===== src/rtl/acc_uart_tx.sv =====
// acc_uart_tx
//   Serialises accumulator write events onto a UART-style line. Each sample
//   goes into a small FIFO, so the processor never has to wait for the slow
//   serial line. Frame format: start(0), 8 data bits LSB first, optional even
//   parity bit, stop(1). Each bit lasts CLKS_PER_BIT cycles.
//
//   Build option: define ACC_TX_PARITY_EN to insert an even-parity bit
//   between data bit 7 and the stop bit (11-bit frames instead of 10).
//
// Ports
//   clk        : clock, all logic on posedge
//   rst        : synchronous active-high reset
//   acc        : accumulator value
//   acc_we     : one-cycle strobe, acc is to be transmitted
//   tx         : serial line (registered, idles high)
//   tx_busy    : a frame is on the line
//   fifo_empty : FIFO holds no entries
//   fifo_full  : FIFO holds FIFO_DEPTH entries
//   overflow   : sticky, a sample was dropped because the FIFO was full
module acc_uart_tx #(
    parameter int CLKS_PER_BIT = 16,
    parameter int FIFO_DEPTH   = 4
) (
    input  logic       clk,
    input  logic       rst,
    input  logic [7:0] acc,
    input  logic       acc_we,
    output logic       tx,
    output logic       tx_busy,
    output logic       fifo_empty,
    output logic       fifo_full,
    output logic       overflow
);
    localparam int AW = $clog2(FIFO_DEPTH);
    localparam int BW = $clog2(CLKS_PER_BIT);

    typedef enum logic [2:0] {IDLE, START, DATA, PARITY, STOP} state_t;

    state_t          state_q, state_d;
    logic [BW-1:0]   baud_cnt;
    logic [2:0]      bit_cnt;
    logic [7:0]      shift_q, shift_d;
    logic            tx_d;
    logic            baud_end;

    logic [7:0]      mem [FIFO_DEPTH];
    logic [AW-1:0]   wr_ptr, rd_ptr;
    logic [AW:0]     count;
    logic            push, pop;

`ifdef ACC_TX_PARITY_EN
    logic            par_q;
`endif

    assign fifo_empty = (count == '0);
    assign fifo_full  = (count == (AW+1)'(FIFO_DEPTH));
    assign tx_busy    = (state_q != IDLE);
    assign baud_end   = (baud_cnt == BW'(CLKS_PER_BIT - 1));

    // The FSM only looks at registered occupancy, so a sample pushed while
    // idle is picked up one cycle later (no bypass path).
    assign pop  = !fifo_empty &&
                  ((state_q == IDLE) || (state_q == STOP && baud_end));
    // A full FIFO still accepts a sample on the cycle it frees a slot.
    assign push = acc_we && (!fifo_full || pop);

    // ---------------- state register + datapath ----------------
    always_ff @(posedge clk) begin
        if (rst) begin
            state_q  <= IDLE;
            tx       <= 1'b1;
            baud_cnt <= '0;
            bit_cnt  <= '0;
            shift_q  <= '0;
            wr_ptr   <= '0;
            rd_ptr   <= '0;
            count    <= '0;
            overflow <= 1'b0;
        end else begin
            state_q <= state_d;
            tx      <= tx_d;
            shift_q <= shift_d;

            if (state_q == IDLE || baud_end) baud_cnt <= '0;
            else                             baud_cnt <= baud_cnt + 1'b1;

            if (state_q != DATA)  bit_cnt <= '0;
            else if (baud_end)    bit_cnt <= bit_cnt + 1'b1;

            if (push) wr_ptr <= wr_ptr + 1'b1;
            if (pop)  rd_ptr <= rd_ptr + 1'b1;
            case ({push, pop})
                2'b10:   count <= count + 1'b1;
                2'b01:   count <= count - 1'b1;
                default: count <= count;
            endcase

            if (acc_we && !push) overflow <= 1'b1;
        end
    end

    // Storage needs no reset: occupancy decides what is valid.
    always_ff @(posedge clk) begin
        if (push) mem[wr_ptr] <= acc;
    end

`ifdef ACC_TX_PARITY_EN
    always_ff @(posedge clk) begin
        if (rst)      par_q <= 1'b0;
        else if (pop) par_q <= ^mem[rd_ptr];
    end
`endif

    // ---------------- next-state logic ----------------
    always_comb begin
        state_d = state_q;
        case (state_q)
            IDLE:   if (!fifo_empty) state_d = START;
            START:  if (baud_end) state_d = DATA;
            DATA:   if (baud_end && bit_cnt == 3'd7)
`ifdef ACC_TX_PARITY_EN
                        state_d = PARITY;
            PARITY: if (baud_end) state_d = STOP;
`else
                        state_d = STOP;
`endif
            STOP:   if (baud_end) state_d = fifo_empty ? IDLE : START;
            default: state_d = IDLE;
        endcase
    end

    // ---------------- output logic ----------------
    // tx is registered from the value the line should carry in the next
    // state, so it changes on the same edge as the state.
    always_comb begin
        shift_d = shift_q;
        if (pop)
            shift_d = mem[rd_ptr];
        else if (state_q == DATA && baud_end)
            shift_d = {1'b0, shift_q[7:1]};

        tx_d = 1'b1;
        case (state_d)
            START:   tx_d = 1'b0;
            DATA:    tx_d = shift_d[0];
`ifdef ACC_TX_PARITY_EN
            PARITY:  tx_d = par_q;
`endif
            default: tx_d = 1'b1;
        endcase
    end

endmodule


===== config.mk =====
export PLATFORM = sky130hd
export DESIGN_NAME = acc_uart_tx
export DESIGN_NICKNAME = d
export VERILOG_FILES = /design/src/rtl/acc_uart_tx.sv
export SDC_FILE = /design/constraint.sdc
export NUM_CORES = 1
export LEC_CHECK = 0
export ABC_CLOCK_PERIOD_IN_PS = 2810
export BUFFER_PORTS_ARGS = -buffer_cell sky130_fd_sc_hd__buf_2
export CORE_MARGIN = 1.5
export CORE_UTILIZATION = 35
export DETAILED_ROUTE_END_ITERATION = 16
export GPL_TIMING_DRIVEN = 0
export SYNTH_ARGS = -nofsm -noshare
export SYNTH_HDL_FRONTEND = slang
export SYNTH_SLANG_ARGS = --single-unit
export TNS_END_PERCENT = 100

===== constraint.sdc =====
create_clock -name clk -period 2.81 [get_ports clk]
set_input_delay 0.562 -clock clk [delete_from_list [all_inputs] [get_ports clk]]
set_output_delay 0.562 -clock clk [all_outputs]
set_load 0.005 [all_outputs]

# == After elaboration in Yosys (flattened, before gate mapping) ==
# Memories as Yosys holds them, arrays and structs flattened. A register that Yosys moved wholly into a read port is not among the register bits.
# Cells that the tools add are included.
# classes
add_sub_neg,6
reduce_logical,19
n_eq_ne,11
n_mux,14
# op_table
op,count
$mux 8,2
$mux 3,4
$pmux 3 s4,1
$eq 3x3->1 const B,3
$add 3x1->3 const B,2
$eq 3x1->1 const B,2
$eq 3x2->1 const B,2
$logic_and 1x1->1,6
$logic_not 3->1,2
$pmux 3 s2,1
$add 2x1->2 const B,2
$add 4x1->4 const B,1
$eq 4x4->1 const B,1
$mux 2,2
$reduce_bool 2->1,2
$reduce_or 2->1,2
$logic_not 1->1,3
$logic_or 1x1->1,3
$mux 1,3
$ne 3x2->1 const B,1
$reduce_bool 3->1,1
$sub 3x1->3 const B,1
$eq 2x1->1 const B,1
$eq 2x2->1 const B,1
$pmux 1 s2,1
# totals
ramBits,32
n_memories,1
register_bits,27
word_cells,61
output_inout_bits,5
# memory_table
memory,words,width,rd,rd_clocked_by_memory_dff,write_ports,line,text
mem,4,8,1,1,1,46,logic [7:0] mem [FIFO_DEPTH];

# == Logic depth before layout (Yosys ltp) ==
# Gate-level depths: netlist of the first run.
# depth
depth_word,8
mapped_depth,12

# == Worst setup path before layout of the first run ==
# Ideal clock, no wire load.
# synth_timing
kind,register -> register
from,reg baud_cnt[0]
to,reg count[2]
t_arrival_ns,2.435
path_stages_with_launch,12
setup_slack_ns,0.305
n_path_buf,1
setup_time_ns,0.071
required_time_ns,2.739
path_cell_list,dfxtp_1 ha_1 nand3_4 a2111o_1 buf_6 inv_1 ha_1 inv_1 fa_1 xor2_1 or3_1 a21oi_1
# synth_between
elab_chain_len,8
word_cells_on_any_way,10
classes_between,3 x eq/ne; 1 x mux; 6 x reduce/logical
# synth_lines
element,line,text
"start, declared",40,logic [BW-1:0] baud_cnt;
"start signal, assigned",85,else baud_cnt <= baud_cnt + 1'b1;
$eq 4x4->1 *,58,assign baud_end = (baud_cnt == BW'(CLKS_PER_BIT - 1));
$logic_and 1x1->1 *,63,((state_q == IDLE) || (state_q == STOP && baud_end));
$logic_or 1x1->1 *,63,
$logic_and 1x1->1 *,62,assign pop = !fifo_empty &&
$logic_or 1x1->1,65,assign push = acc_we && (!fifo_full || pop);
$logic_and 1x1->1,65,
$eq 2x1->1 / $eq 2x2->1 (equally long branches),92,"case ({push, pop})"
$pmux 3 s2 / $reduce_bool 2->1 (equally long branches),-,
"end signal, assigned",93,2'b10: count <= count + 1'b1;
"end signal, assigned",94,2'b01: count <= count - 1'b1;
"end signal, assigned",95,default: count <= count;
"end, declared",48,logic [AW:0] count;
# Every way passes the cells marked *; elsewhere a longest branch is shown, timed or not.
# A chain may end at the register's enable or synchronous reset.

# == Worst setup path in the final report of the first run ==
# Ends and elaborated chain as after synthesis.

==> metrics.cfg, run 1 <==
[drt]
firstDrtPassIters=4
wl_per_cell_um=13.2
vias=1451
routed_via_density=4.59
drt_wl_total_um=4160
drcViolationCount=0
drtIter0Drc=94
ant_nets=0

[clock_tree]
clockBufferDepth=2
clockRootBuffer=clkbuf_8
cts.htree.levels=3
numCtsBuffers=9
cts_setup_buffers=0
holdBufCountCts=0
cts_tree=built
clkLatencyLatePin_ns=0.33
clock_sinks=61
cts.reportedPaths.clkPinSlew_ns=0.07
cts_resized=0

[final_layout]
drive_gt1_frac=0.209
final_cell_mix=edfxtp_1, dfxtp_1, nor2_1, buf_2, inv_1
final_nets=235
final_common_cell=edfxtp_1
antenna_cells=0
area.growth.synth_to_final_pct=14.6
nFillCells=650

[critical_path]
cp_max_fo=10
crit_chain=ha_1, nand3_4, a2111o_1, buf_6, inv_1, ha_1, inv_1, fa_1, xor2_1, or3_1, a21oi_1
crit_required_ns=3.07
cp.arrival_ns=2.95
critPathBufInv=3
critical-path-top-delay-family=adder cells
cpPeakStageDelay_ns=0.46
critPathLaunchType=flop
crit_path_top_delay_cell=a2111o_1
critPathCaptureType=flop
critical_path_class=flop to flop

[place]
dp_hpwl_um=2860
place_congestion=0.748
port_buffers=15
dpl_worst_slack_ns=0.152

[sta]
tightestPinTransition_ns=0.513
min_period_ns=2.69
slew_viol_final=0
finalHoldViolations=0
setup_ws_ns=0.117
period_share=0.958
grt_setup_unrepaired=no
fmax_ghz=0.371
setup_violations=0
max_slew_margin=0.658
finalSetupTns_ns=0
finClkSkew_ns=0.0135

[pwr]
p_per_area_nw_per_um2=880
p_leak_nw=1.07
vdd_drop_max_mv=0.416

[global_routing]
grt_usage=0.124
overflow=0
grt_first_pass_wirelength_um=6920
grt_max_degree=12
grt_antenna_before_repair=0
grt_pass1_vias=1417

[logic_synthesis]
synth_cell_types=36
synthesis.instances=189
yosysTopAreaCell=edfxtp_1
netlist_area_um2=2510
syn_nets=209
synth_area_leaders=edfxtp_1, dfxtp_1, mux4_2, ha_1, mux2i_1
ys_ff_latch=61
yosys.area.top_type_share=0.383
ys_warn_count=0
syn_avg_cell_area_um2=13.3
synth-seq-area-share=0.615

[worst_hold_path]
hold_class=primary input to flop

[floorplan]
row_count=30
dieWidth_um=87.6
ios=16
die_h_um=87.6
core_area_um2=6870
dieArea_um2=7680
start_util=0.365

[job]
maxCapViolCount=0

[status]
status=finished, final reports clean

## per-stage QoR
stage                     cell area (um2)  hold WS, ns  instances  power, mW   util
after global routing                 2870        0.429        316       2.71  0.418
final                                2870        0.442        316       2.53  0.418
after CTS                            2870        0.430        316       2.56  0.417
after detailed placement             2700        0.446        300       1.90  0.393
after global placement               2700        0.433        300       1.88  0.393
after floorplan                      2510        0.418        189       1.72      -
## kinds of logic after synthesis
group                    share of synthesized area
AO/OA/AOI/OAI                               0.0664
XOR/XNOR                                    0.0210
adder cells (fa/ha/maj)                     0.0479
buffers and inverters                       0.0359
flip-flops                                   0.615
multiplexers                                 0.108
AND/OR/NAND/NOR                              0.105
## state kept, by name, summed over array words and instances (netlist names), named ones only
| name | cells |
|---|---|
| rd_ptr | 2 |
| state_q | 3 |
| tx | 1 |
| mem | 32 |
| wr_ptr | 2 |
| count | 3 |
| shift_q | 8 |
| baud_cnt | 4 |
| overflow | 1 |
| bit_cnt | 3 |
## report_power, final
part           internal [mW]  total (mW)  switching, mW
registers               1.09        1.16         0.0687
logic                  0.332       0.711          0.379
clock network          0.313       0.654          0.341
total                   1.74        2.53          0.789
## metal layers
layer,vias to the layer above,GRT usage,wire [um]
li1,741,-,-
met1,675,0.162,2010
met2,25,0.184,1930
met3,10,0.0368,120
met4,0,0.0693,107
met5,-,0,0
## worst reg2reg max path, delay by kind of cell, from the launching register on
family	cells	cell delay, ns
and+or+nand+nor	2	0.44
DFF	1	0.36
AOI/OAI and AO/OA	2	0.60
buffers and inverters	3	0.28
xor gates and xnor gates	1	0.15
adders and majority gates	3	0.80
## layout make-up
| cell class | count | area (um2) | area share |
|---|---|---|---|
| plain buffers | 10 | 48.8 | 0.0170 |
| clock buffers | 9 | 124 | 0.0431 |
| clock inverters | 7 | 42.5 | 0.0148 |
| inverters | 11 | 41.3 | 0.0144 |
| multi-input cells | 107 | 878 | 0.306 |
| flip-flops and latches | 61 | 1540 | 0.537 |
| well taps | 96 | 120 | 0.0418 |
| repair buffers | 15 | 75.1 | 0.0261 |
## final timing paths
| path | slack (ns) | start | endpoint | cells past startpoint |
|---|---|---|---|---|
| min | 0.44 | acc[5] | mem[0][5] | 1 |
| max reg2reg | 0.12 | baud_cnt[0] | count[2] | 11 |
| max | 0.12 | baud_cnt[0] | count[2] | 11 |
| min reg2reg | 0.46 | baud_cnt[0] | baud_cnt[0] | 1 |
## cells in the mapped netlist
library cell and count:
a21boi_2 1, edfxtp_1 32, a2111oi_0 1, nand3_1 2, a31oi_1 3, nor4_1 1, and3_1 2, o21ai_0 2
xnor2_1 3, or4b_2 1, fa_1 1, clkbuf_1 6, o31ai_1 1, xor2_1 3, nand3_4 1, nor3_1 5
or3b_1 1, mux2_2 1, o21ai_1 1, buf_2 3, nand2_1 4, o21a_1 1, mux4_2 8, nand2b_1 4
mux2i_1 8, ha_1 8, inv_1 11, and2_1 5, a2111o_1 1, nor2_1 19, a21oi_1 7, buf_6 1
a211oi_1 6, dfxtp_1 29, or3_1 5, o22ai_1 1
Power figures use the tool's default switching activity.
==> inputs of run 2 (changes only) <==
--- a/config.mk
+++ b/config.mk
@@ -9,8 +9,10 @@
 export BUFFER_PORTS_ARGS = -buffer_cell sky130_fd_sc_hd__buf_2
 export CORE_MARGIN = 1.5
 export CORE_UTILIZATION = 35
+export CTS_CLUSTER_SIZE = 10
 export DETAILED_ROUTE_END_ITERATION = 16
 export GPL_TIMING_DRIVEN = 0
+export RECOVER_POWER = 50
 export SYNTH_ARGS = -nofsm -noshare
 export SYNTH_HDL_FRONTEND = slang
 export SYNTH_SLANG_ARGS = --single-unit
==> run 2 against run 1 <==
  * Sequential share of layout area up 0.21 points
  * Count of clock-buffer cells in the layout unchanged
  * Total power down 0.19%
  * Sequential cell count unchanged
  * Final area down 0.39%
  * Sequential power about the same
  * Routed wire length down 0.24%
  * First-iteration DRC count down 9.6%
  * Core utilization down 0.16 points
  * Critical path type unchanged
  * Highest routed layer unchanged
==> metrics.cfg, run 2 (same netlist as run 1, synthesis figures left out) <==
[pwr]
p_leak_nw=1.04  ; -2.4%
pwr-share-seq=0.460  ; about the same
switching_share=0.313  ; +0.000688
p_comb_frac=0.280  ; about the same
intPower_mw=1.73  ; -0.29%
finalPower_mw=2.52  ; -0.19%
vdd_drop_max_mv=0.413  ; -0.79%
power.switching_mw=0.790  ; about the same
p_per_area_nw_per_um2=882  ; +0.20%
p_clk_frac=0.259  ; about the same

[critical_path]
r2r-start=baud_cnt[0]
crit_chain=ha_1, nand3_4, a2111o_1, buf_6, inv_1, ha_1, inv_1, fa_1, xor2_1, or3_1, a21oi_1
cpPeakStageDelay_ns=0.46  ; about the same
critPathLaunchType=flop
reg2reg_slack_ns=0.11  ; about the same
critical_path_class=flop to flop
rr_worst_depth=11  ; unchanged
critPathBufInv=3  ; unchanged
crit_path_top_delay_cell=a2111o_1
crit_required_ns=3.07  ; about the same
rr_endpoint=count[2]
cp_max_fo=10  ; unchanged
critical-path-top-delay-family=adder cells
cp.arrival_ns=2.96  ; about the same
critPathCaptureType=flop

[worst_hold_path]
min_from=baud_cnt[0]
hold_end=baud_cnt[0]
hold_class=flop to flop
holdPathStages=1  ; unchanged

[place]
port_buffers=15  ; unchanged
place_congestion=0.748  ; unchanged
dp_hpwl_um=2860  ; unchanged

[drt]
vias=1448  ; -0.21%
wl_per_cell_um=13.1  ; -0.24%
drtIter0Drc=85  ; -9.6%
routed_via_density=4.58  ; -0.21%
firstDrtPassIters=4  ; unchanged
drcViolationCount=0  ; unchanged
ant_nets=0  ; unchanged
drt_wl_total_um=4150  ; -0.24%

[final_layout]
top_regs=mem (32), shift_q (8), baud_cnt (4)
largest_reg_flops=32  ; unchanged
antenna_cells=0  ; unchanged
regArea_um2=1540  ; unchanged
multi_input_area_um2=878  ; unchanged
post-route-util=0.416  ; -0.00164
final_nets=235  ; unchanged
area.growth.synth_to_final_pct=14.1
top_register=mem
nFillCells=655  ; +0.77%
final_common_cell=edfxtp_1
final_cell_mix=edfxtp_1, dfxtp_1, nor2_1, clkbuf_1, inv_1
drive_gt1_frac=0.168  ; -0.0409

[job]
maxCapViolCount=0  ; unchanged

[sta]
slew_viol_final=0  ; unchanged
period_share=0.960  ; +0.00153
setup_violations=0  ; unchanged
min_period_ns=2.70  ; +0.00430 ns
max_slew_margin=0.658  ; about the same
tightestPinTransition_ns=0.513  ; -0.000129 ns
fmax_ghz=0.371  ; -0.16%
finClkSkew_ns=0.0137  ; +0.000212 ns
grt_setup_unrepaired=no
finalHoldViolations=0  ; unchanged
finalSetupTns_ns=0  ; unchanged

[floorplan]
row_count=30  ; unchanged
die_h_um=87.6  ; unchanged
start_util=0.365  ; unchanged
dieArea_um2=7680  ; unchanged
core_area_um2=6870  ; unchanged
ios=16  ; unchanged
dieWidth_um=87.6  ; unchanged

[global_routing]
overflow=0  ; unchanged
grt_usage=0.124  ; unchanged
grt_antenna_before_repair=0  ; unchanged
grt_first_pass_wirelength_um=6920  ; unchanged
grt_pass1_vias=1417  ; unchanged
grt_max_degree=12  ; unchanged

[clock_tree]
clock_sinks=61  ; unchanged
clockBufferDepth=2  ; unchanged
holdBufCountCts=0  ; unchanged
cts_setup_buffers=0  ; unchanged
cts_resized=0  ; unchanged
cts.htree.levels=3  ; unchanged
cts.reportedPaths.clkPinSlew_ns=0.07  ; about the same
numCtsBuffers=9  ; unchanged
clockRootBuffer=clkbuf_8
cts_tree=built
clkLatencyLatePin_ns=0.33  ; about the same

[status]
status=finished, final reports clean

[run 2: changes by cell type in the layout (fill, tap and decap cells not counted), sizes merged]
cell	delta
clkbuf	+9
buf	-9
[run 2: final cells by class]
type / count / share of cell area
flip-flops and latches: 61 / 0.539
multi-input cells: 107 / 0.307
inverters: 11 / 0.0144
clock inverters: 7 / 0.0149
repair buffers: 15 / 0.0223
clock buffers: 9 / 0.0433
plain buffers: 10 / 0.0171
well taps: 96 / 0.0420
[run 2: power by group through the flow]
stage / logic (mW) / clock network [mW] / registers [mW]
3_3_place_gp: 0.704 / 0 / 1.18
2_1_floorplan: 0.558 / 0 / 1.16
4_1_cts: 0.720 / 0.673 / 1.16
5_1_grt: 0.809 / 0.715 / 1.18
3_5_place_dp: 0.716 / 0 / 1.18
6_report: 0.707 / 0.654 / 1.16
[run 2: how the worst max path moves through the flow]
stage,startpoint,end,cells after the start
2_1_floorplan,baud_cnt[0],count[2],11
6_report,baud_cnt[0],count[2],11
3_3_place_gp,baud_cnt[0],count[2],12
3_5_place_dp,baud_cnt[0],count[2],12
4_1_cts,baud_cnt[0],count[2],11
5_1_grt,baud_cnt[0],count[2],11
[run 2: worst register-to-register path, cell delays in order (launching register included)]
cell      delay, ns
dfxtp_1        0.36
ha_1           0.26
nand3_4        0.14
a2111o_1       0.46
buf_6          0.15
inv_1          0.07
ha_1           0.17
inv_1          0.06
fa_1           0.37
xor2_1         0.15
or3_1          0.30
a21oi_1        0.14
[run 2: per-stage QoR]
step	std cells	instance area [um2]	setup WS, ns	hold WS [ns]
6_report	316	2860	0.113	0.460
5_1_grt	316	2860	0.00160	0.481
4_1_cts	316	2870	0.121	0.430
3_5_place_dp	300	2700	0.152	0.446
3_3_place_gp	300	2700	0.174	0.433
2_1_floorplan	189	2510	0.305	0.418
[run 2: routing by layer]
layer	GRT usage	routed length, um	up-vias
li1	-	-	742
met2	0.184	1940	18
met5	0	0	-
met1	0.162	1990	679
met3	0.0368	119	9
met4	0.0693	104	0
==> inputs of run 3 (changes only) <==
--- a/config.mk
+++ b/config.mk
@@ -5,13 +5,16 @@
 export SDC_FILE = /design/constraint.sdc
 export NUM_CORES = 1
 export LEC_CHECK = 0
-export ABC_CLOCK_PERIOD_IN_PS = 2810
+export ABC_CLOCK_PERIOD_IN_PS = 3000
 export BUFFER_PORTS_ARGS = -buffer_cell sky130_fd_sc_hd__buf_2
+export CELL_PAD_IN_SITES_DETAIL_PLACEMENT = 1
+export CELL_PAD_IN_SITES_GLOBAL_PLACEMENT = 1
 export CORE_MARGIN = 1.5
 export CORE_UTILIZATION = 35
 export CTS_CLUSTER_SIZE = 10
 export DETAILED_ROUTE_END_ITERATION = 16
 export GPL_TIMING_DRIVEN = 0
+export PLACE_DENSITY_LB_ADDON = 0.1
 export RECOVER_POWER = 50
 export SYNTH_ARGS = -nofsm -noshare
 export SYNTH_HDL_FRONTEND = slang
==> constraint.sdc (replaced) <==
create_clock -name clk -period 3 [get_ports clk]
set_input_delay 0.6 -clock clk [delete_from_list [all_inputs] [get_ports clk]]
set_output_delay 0.6 -clock clk [all_outputs]
set_load 0.005 [all_outputs]
==> run 3 against run 2 <==
  * Sequential share of layout area shrank 0.81 points
  * Die area is the same
  * Sequential power shrank 6%
  * Largest cell class unchanged
  * Highest routed layer unchanged
  * Non-clock buffer count shrank 1
  * Critical path type unchanged
  * Global-route usage grew 2.2 points
  * Via count grew 5.1%
  * Setup slack gained 0.13 ns
  * Total power grew 2.7%
  * First-iteration DRC count shrank 42%
  * Critical path depth is the same
==> metrics.cfg, run 3 (same netlist as run 1, synthesis figures left out) <==
[status]
status=finished, final reports clean

[place]
place_congestion=0.760  ; +1.6%
dpl_worst_slack_ns=0.181  ; +0.0285 ns
placedInstanceArea_um2=2700  ; unchanged
dp_hpwl_um=3520  ; +23%
post-place-cells=300  ; unchanged
port_buffers=15  ; unchanged

[critical_path]
crit_required_ns=3.26  ; +0.19 ns
critPathLaunchType=flop
critical_path_class=flop to flop
cp.arrival_ns=3.02  ; +0.06 ns
cp_max_fo=10  ; unchanged
rr_worst_depth=11  ; unchanged
critPathCaptureType=flop

[floorplan]
dieArea_um2=7680  ; unchanged
ios=16  ; unchanged
die_h_um=87.6  ; unchanged
start_util=0.365  ; unchanged
dieWidth_um=87.6  ; unchanged
core_area_um2=6870  ; unchanged
row_count=30  ; unchanged

[final_layout]
nFillCells=726  ; +11%
largest_reg_flops=32  ; unchanged
final_nets=234  ; -0.43%
post-route-util=0.423  ; +0.00638
stdcell_area_um2=2900  ; +1.5%
final_cell_mix=edfxtp_1, dfxtp_1, nor2_1, clkbuf_1, inv_1
fin_cells=315  ; -0.32%
final_common_cell=edfxtp_1
top_regs=mem (32), shift_q (8), baud_cnt (4)
antenna_cells=0  ; unchanged
top_register=mem
drive_gt1_frac=0.160  ; -0.00836
area.growth.synth_to_final_pct=15.9

[drt]
wl_per_cell_um=15.8  ; +20%
drcViolationCount=0  ; unchanged
ant_nets=0  ; unchanged
drtIter0Drc=49  ; -42%
drt_wl_total_um=4990  ; +20%
routed_via_density=4.83  ; +5.4%
firstDrtPassIters=3  ; -1
vias=1522  ; +5.1%

[global_routing]
grt_max_degree=13  ; +1
grt_usage=0.146  ; +0.0216
grt_pass1_vias=1640  ; +16%
overflow=0  ; unchanged
grt_antenna_before_repair=0  ; unchanged
grt_first_pass_wirelength_um=8140  ; +18%

[clock_tree]
cts_resized=0  ; unchanged
clkLatencyLatePin_ns=0.34  ; about the same
clock_sinks=61  ; unchanged
clockBufferDepth=2  ; unchanged
cts_setup_buffers=0  ; unchanged
numCtsBuffers=9  ; unchanged
cts.reportedPaths.clkPinSlew_ns=0.07  ; about the same
clockRootBuffer=clkbuf_8
cts_tree=built
cts.htree.levels=3  ; unchanged

[sta]
finalSetupTns_ns=0  ; unchanged
slew_viol_final=0  ; unchanged
max_slew_margin=0.634  ; -0.0244
grt_setup_unrepaired=no
period_share=0.920  ; -0.0397
finalHoldViolations=0  ; unchanged
setup_violations=0  ; unchanged
tightestPinTransition_ns=0.549  ; +0.0367 ns
whs_ns=0.461  ; +0.000844 ns
min_period_ns=2.76  ; +0.0631 ns
setup_ws_ns=0.240  ; +0.127 ns
fmax_ghz=0.362  ; -2.3%
finClkSkew_ns=0.0162  ; +0.00257 ns

[worst_hold_path]
holdPathStages=1  ; unchanged
hold_class=flop to flop

[pwr]
vdd_drop_max_mv=0.386  ; -6.5%
p_leak_nw=1.05  ; +0.81%
p_per_area_nw_per_um2=892  ; +1.2%
finalPower_mw=2.59  ; +2.7%

[job]
maxCapViolCount=0  ; unchanged

[run 3: cell types whose count changed in the layout (fill, tap and decap cells not counted), sizes merged]
| cell | previous run | this run |
|---|---|---|
| clkinv | 6 | 2 |
| buf | 10 | 7 |
| bufinv | 0 | 2 |
| clkbuf | 24 | 26 |
| clkinvlp | 1 | 2 |
| inv | 11 | 12 |
[run 3: area by class of cell]
cell class / instances / area, um2 / share of cell area
clock inverters: 7 / 97.6 / 0.0336
plain buffers: 9 / 45.0 / 0.0155
repair buffers: 15 / 60.1 / 0.0207
multi-input cells: 107 / 875 / 0.301
well taps: 96 / 120 / 0.0414
flip-flops and latches: 61 / 1540 / 0.531
inverters: 11 / 41.3 / 0.0142
clock buffers: 9 / 124 / 0.0427
[run 3: worst paths after layout]
check / from / endpoint / slack (ns)
setup / recovery: baud_cnt[0] / count[2] / 0.24
hold / removal: baud_cnt[0] / baud_cnt[0] / 0.46
setup reg to reg: baud_cnt[0] / count[2] / 0.24
hold reg to reg: baud_cnt[0] / baud_cnt[0] / 0.46
[run 3: power breakdown]
| part | internal (mW) | total, mW | switching (mW) |
|---|---|---|---|
| Sequential | 1.02 | 1.09 | 0.0699 |
| Clock | 0.470 | 0.807 | 0.337 |
| Combinational | 0.303 | 0.690 | 0.387 |
[run 3: what timing repair did]
item / 4_1_cts / 5_1_grt
hold endpoints to repair: 0 / 0
setup endpoints to repair: 0 / 1
hold buffers: 0 / 0
[run 3: per-layer routing]
metal,part of all wire,vias up,track usage
met3,0.028,10,0.0320
li1,-,734,-
met4,0.023,0,0.0779
met2,0.48,19,0.241
met5,0,-,0
met1,0.47,759,0.178
[run 3: critical path, stage by stage, from the launching register on]
cell,delay (ns)
dfxtp_1,0.36
ha_1,0.26
nand3_4,0.13
a2111o_1,0.44
buf_6,0.15
inv_1,0.08
ha_1,0.19
inv_1,0.06
fa_1,0.39
xor2_1,0.17
or3_1,0.30
a21oi_1,0.15
